## src/rtl/mem_arbiter.sv

```systemverilog
// Shared single-port memory arbiter between the CPU control FSM and a program loader.
// Optional loader anti-starvation preemption is enabled by defining MEM_ARB_STARVE_EN.
module mem_arbiter #(
  parameter int unsigned STARVE_LIMIT = 8
) (
  input  logic       clk,
  input  logic       rst_n,
  input  logic       cpu_rd,
  input  logic       cpu_wr,
  input  logic [4:0] cpu_addr,
  input  logic [7:0] cpu_wdata,
  output logic [7:0] cpu_rdata,
  output logic       cpu_stall,
  input  logic       ldr_req,
  input  logic       ldr_we,
  input  logic [4:0] ldr_addr,
  input  logic [7:0] ldr_wdata,
  output logic       ldr_ack,
  output logic [7:0] ldr_rdata,
  output logic       mem_rd,
  output logic       mem_wr,
  output logic [4:0] mem_addr,
  output logic [7:0] mem_wdata,
  input  logic [7:0] mem_rdata,
  output logic       gnt_ldr
);

  localparam logic [3:0] STARVE_LIM = 4'(STARVE_LIMIT);

  typedef enum logic [1:0] {IDLE, CPU, LDR, LDR_ACK} state_t;

  state_t state, state_nxt;
  logic   cpu_req;
  logic   preempt;

  assign cpu_req = cpu_rd | cpu_wr;

`ifdef MEM_ARB_STARVE_EN
  logic [3:0] wait_cnt;

  // Counts cycles the loader has been waiting behind the CPU; saturates at 15.
  always_ff @(posedge clk or negedge rst_n) begin
    if (!rst_n) begin
      wait_cnt <= 4'd0;
    end else if (state == LDR || !ldr_req) begin
      wait_cnt <= 4'd0;
    end else if (state == CPU && wait_cnt != 4'hF) begin
      wait_cnt <= wait_cnt + 4'd1;
    end
  end

  assign preempt = (state == CPU) && ldr_req && (wait_cnt >= STARVE_LIM);
`else
  logic unused_starve;
  assign unused_starve = ^STARVE_LIM;
  assign preempt       = 1'b0;
`endif

  always_ff @(posedge clk or negedge rst_n) begin
    if (!rst_n) state <= IDLE;
    else        state <= state_nxt;
  end

  // Next state and bus steering; the CPU owns the bus unless the loader is granted.
  always_comb begin
    state_nxt = state;
    mem_rd    = cpu_rd & ~cpu_wr;
    mem_wr    = cpu_wr;
    mem_addr  = cpu_addr;
    mem_wdata = cpu_wdata;
    ldr_ack   = 1'b0;
    gnt_ldr   = 1'b0;
    case (state)
      IDLE: begin
        if (cpu_req)      state_nxt = CPU;
        else if (ldr_req) state_nxt = LDR;
      end
      CPU: begin
        if (preempt)                 state_nxt = LDR;
        else if (!cpu_req && ldr_req) state_nxt = LDR;
        else if (!cpu_req)            state_nxt = IDLE;
      end
      LDR: begin
        gnt_ldr   = 1'b1;
        mem_rd    = ~ldr_we;
        mem_wr    = ldr_we;
        mem_addr  = ldr_addr;
        mem_wdata = ldr_wdata;
        state_nxt = LDR_ACK;
      end
      LDR_ACK: begin
        gnt_ldr   = 1'b1;
        ldr_ack   = 1'b1;
        mem_rd    = 1'b0;
        mem_wr    = 1'b0;
        state_nxt = cpu_req ? CPU : IDLE;
      end
      default: state_nxt = IDLE;
    endcase
  end

  assign cpu_stall = cpu_req & gnt_ldr;
  assign cpu_rdata = mem_rdata;

  // Loader read data is captured as the access completes.
  always_ff @(posedge clk or negedge rst_n) begin
    if (!rst_n)                      ldr_rdata <= 8'h00;
    else if (state == LDR && !ldr_we) ldr_rdata <= mem_rdata;
  end

endmodule

```

## config.mk

```make
export PLATFORM = sky130hd
export DESIGN_NAME = mem_arbiter
export DESIGN_NICKNAME = d
export VERILOG_FILES = /design/src/rtl/mem_arbiter.sv
export SDC_FILE = /design/constraint.sdc
export NUM_CORES = 1
export LEC_CHECK = 0
export ABC_CLOCK_PERIOD_IN_PS = 2600
export CORE_MARGIN = 2
export CORE_UTILIZATION = 30
export CTS_BUF_LIST = sky130_fd_sc_hd__clkbuf_2 sky130_fd_sc_hd__clkbuf_4 sky130_fd_sc_hd__clkbuf_8
export DETAILED_ROUTE_END_ITERATION = 16
export PLACE_DENSITY = 0.87
export SLEW_MARGIN = 20
export SYNTH_ARGS = -nofsm -noshare
export SYNTH_HDL_FRONTEND = slang
export SYNTH_SLANG_ARGS = --single-unit
```

## constraint.sdc

```tcl
create_clock -name clk -period 2.6 [get_ports clk]
set_input_delay 0.39 -clock clk [delete_from_list [all_inputs] [get_ports clk]]
set_output_delay 0.39 -clock clk [all_outputs]
set_load 0.01 [all_outputs]
```

### Word-level counts from Yosys, hierarchy flattened

Index checks and enable logic that the tools add are counted.

* register bits after elaboration: 10
* input bits: 40
* output and inout bits: 34
* word-level logic and storage cells: 31

* equality and inequality tests: 5
* multiplexer cells: 12
* bitwise operators: 5
* reductions and logical operators: 7

Operator list (number)
* $mux 2: 4
* $mux 8: 1
* $pmux 2 s4: 1
* $ne 3x3->1 const B: 2
* $mux 5: 1
* $eq 2x2->1 const B: 2
* $pmux 1 s2: 2
* $mux 1: 3
* $and 1x1->1: 2
* $eq 2x1->1 const B: 1
* $logic_and 1x1->1: 2
* $logic_not 1->1: 2
* $logic_not 2->1: 1
* $not 1->1: 2
* $reduce_and 2->1: 1
* $reduce_or 2->1: 1
* $or 1x1->1: 1

### Depth between registers and ports, before layout

Gate-level depths: netlist of the first run.

* depth in word-level cells: 5
* gate-level depth with buffers: 4
* gate-level depth less buffers: 2

### Least setup slack after synthesis of the first run

OpenSTA, ideal clock, no wires.

* kind: register -> output
* from: register state[0]
* to: output mem_addr[0]
* data arrival time: 1142 ps
* required time: 2210 ps
* setup slack: 1068 ps
* cell stages (with the launch flop): 5
* path buffers: 2
* cells stage by stage: dfrtp_1 nor2b_1 buf_4 buf_6 mux2_2

* word-level cells in the longest chain between the ends: 2

RTL lines
* start, declared: line 32 `state_t state, state_nxt;`
* start signal, assigned: line 61 `else state <= state_nxt;`
* $eq 2x2->1: line 73 `case (state)`
* $mux 5: line 73
* end, declared: line 22 `output logic [4:0] mem_addr,`

No other way between the ends.

### Worst setup path in the final report of the first run

* from: register state[1]
* to: output mem_wdata[6]

* word-level cells in the longest chain between the ends: 2

RTL lines
* $eq 2x2->1: line 73
* $mux 8: line 73
* end, declared: line 23 `output logic [7:0] mem_wdata,`

No other way between the ends.

==> impl_results.md, run 1 <==
* DIE AREA at ~0.0026 mm²
* Yosys reg bits at 10
* Critical setup path kind: reg2out
* DP Area at about 0.0013 mm²
* DRT iter0 DRCs at 4
* Die extent in x at 50.7 µm
* Post-cts repair resize count at 0
* Num CTS Buffers at 3
* Outcome: complete, no violations
* Met1 Use GR at 0.171
* DP Wirelength at 1860 µm
* Hold Slack at ~0.43 ns
* First drt pass iteration count at 2
* Root Driver: clkbuf_4
* Grt met2 use at 0.336
* Crit path cell chain: nor2b_1 -> buf_4 -> mux2_2 -> clkdlybuf4s50_1
* R2r worst-path depth at 3
* Pwr dens at 427 mW/mm²
* Nets at 162
* Top cells by area, synth: dfrtp_1 38%, mux2_2 36%, buf_4 10%, nor3b_4 2.9%, a31o_2 2.7%
* Final max-slew violation count at 0
* Post-CTS setup buffer count at 0
* Syn Area/Cell at 12.3 µm²
* Clock transition at path regs at about 0.07 ns
* Antenna cells at 0
* Core area at approximately 0.0020 mm²
* Synth Net Count at slightly above 90
* Post-Route Utilization at 0.690
* H-Tree Depth at 1
* Via count at about 650
* Fin crit period at between 2 and 2.5 ns
* Startpoint Class: register
* Worst vdd ir at about 0.00038 V
* Post-Synthesis Cells at 53
* Hold WC Path Type: in2async
* Period utilization at 0.879
* Vias per inst at 4.41
* Total GRT Usage at 0.173
* CTS tree: yes
* Synth area leader: dfrtp_1
* Initial Util at 0.326
* Final Skew at about 0.0067 ns
* Placed insts at 144
* Vias in the first global route at just under 700
* Worst EP arrival at 1.90 ns
* Worst r2r src: state[0]
* YS warnings at 0
* Setup_tns at 0 ns
* Gr busiest metal: met2
* Routed WL per cell at around 14 µm
* Largest net degree at the start of global routing at 16
* Post-route cell area at 0.00138 mm²
* CTS Buffer Depth at 2
* Global-route wire length before repair at 3260 µm
* RSZ-0062 raised after global routing: no
* Share of layout cells above drive strength 1 at 0.256
* Crit path max fanout at 15
* IO Count at 74
* Max_slew headroom at 0.713
* WL final at 2120 µm
* CTS Hold Bufs at 0
* Cell Rows at 16
* Area Growth Syn to Fin at 111%
* GR Util met3 at 0.0565
* Synth unique cells at 13
* CTS sink cnt at 10
* Capturing point of the worst reg2reg path: ldr_rdata[1]
* Final hold vios at 0
* Gpl congestion at ~0.63
* Area share of the largest cell type after synthesis at 0.383
* Final setup viols at 0
* Fmax at about 440 MHz
* Slowest cell delay on critical path at 0.49 ns
* DIE HEIGHT at slightly above 50 µm
* Global route overflow at 0
* Slew of the pin with the lowest slew margin at between 0.4 and 0.5 ns
* PortBufs at 73
* Initial antenna violation count at 0
* Non-Filler Instances at about 150
* Post-DRT Antenna Nets at 0
* Critical Path RT at between 2 and 2.5 ns
* Drt drc at 0
* Worst reg2reg setup slack at 1.31 ns
* MaxCap Viol Count at 0
* Critical path's slowest cell: clkdlybuf4s50_1
* Syn Std Cell Area at roughly 650 µm²
* Clk_lat worst skew at 0.26 ns
* Register area share after synthesis at 0.383
* Crit. End Element: output port
* Pleak at about 0.56 nW
-- metal layers --
layer / share of wire / vias to the layer above / routed length [µm]
met1: 0.33 / 303 / 704
met3: 0.054 / 4 / 114
met4: 0.016 / 0 / 33
met2: 0.60 / 30 / 1270
li1: - / 315 / -
met5: 0 / - / 0
-- synth_stat cells (all sizes together) --
| cell type | count |
|---|---|
| mux2 | 21 |
| buf | 10 |
| dfrtp | 10 |
| a31o | 2 |
| inv | 2 |
| nor2 | 2 |
| a22o | 1 |
| and2 | 1 |
| dlygate4sd1 | 1 |
| nor2b | 1 |
| nor3b | 1 |
| o21ai | 1 |
-- layout make-up --
type,count,area [µm²]
repair buffers,75,746
fillers,169,621
multi-input cells,30,308
flip-flops and latches,10,250
clock buffers,4,36.3
well taps,27,33.8
inverters,2,7.51
-- kinds of logic (layout without fill, tap and decap cells) --
group,Yosys count,after routing,share of synthesized area
AND/OR/NAND/NOR,5,5,0.0613
flip-flops,10,10,0.383
AO/OA/AOI/OAI,4,4,0.0479
multiplexers,21,21,0.362
buffers and inverters,13,81,0.146
-- registers in the layout (all words and copies together), names as in the netlist --
signal and count:
state 2, ldr_rdata 8
-- power breakdown --
group | switching [mW] | leakage, nW | internal [mW] | total, mW
sequential | 0.0170 | 0.126 | 0.186 | 0.203
combinational | 0.0772 | 0.409 | 0.174 | 0.251
clock | 0.0505 | 0.0210 | 0.0848 | 0.135
total | 0.145 | 0.556 | 0.445 | 0.590
-- layout by cell type, fill, tap and decap left out --
master            n
nor3b_4           1
clkbuf_8          1
a22o_1            1
inv_1             2
clkbuf_4          3
clkdlybuf4s50_1  73
nor2b_1           1
o21ai_0           1
nor2_1            2
buf_4             2
a31o_2            2
and2_2            1
dfrtp_1          10
mux2_2           21
-- worst max-delay path, delay by kind of cell (launching register included) --
kind | cells | cell delay [ns]
buffers and inverters | 2 | 0.72
flip-flops | 1 | 0.40
multiplexers | 1 | 0.37
AND/OR/NAND/NOR | 1 | 0.15
-- worst max path at each step --
| stage | start | to | slack [ns] |
|---|---|---|---|
| 3_5_place_dp | ldr_we | mem_rd | 0.50 |
| 6_report | state[1] | mem_wdata[6] | 0.31 |
| 4_1_cts | state[1] | mem_addr[2] | 0.31 |
| 3_3_place_gp | ldr_we | mem_rd | 0.53 |
| 5_1_grt | state[1] | mem_wdata[6] | 0.19 |
| 2_1_floorplan | state[0] | mem_addr[0] | 1.07 |
-- through the flow --
step	power, mW	worst slack (ns)
6_report	0.590	0.315
5_1_grt	0.628	0.192
3_5_place_dp	0.459	0.496
2_1_floorplan	0.292	1.07
3_3_place_gp	0.453	0.532
4_1_cts	0.600	0.306
No activity file was read; power rests on OpenSTA's default activity.
==> run 2: changes to the inputs <==
Settings changed: CAP_MARGIN from default to 10.
==> results of run 2 <==
Final layout, timing and power as in run 1 (identical DEF).
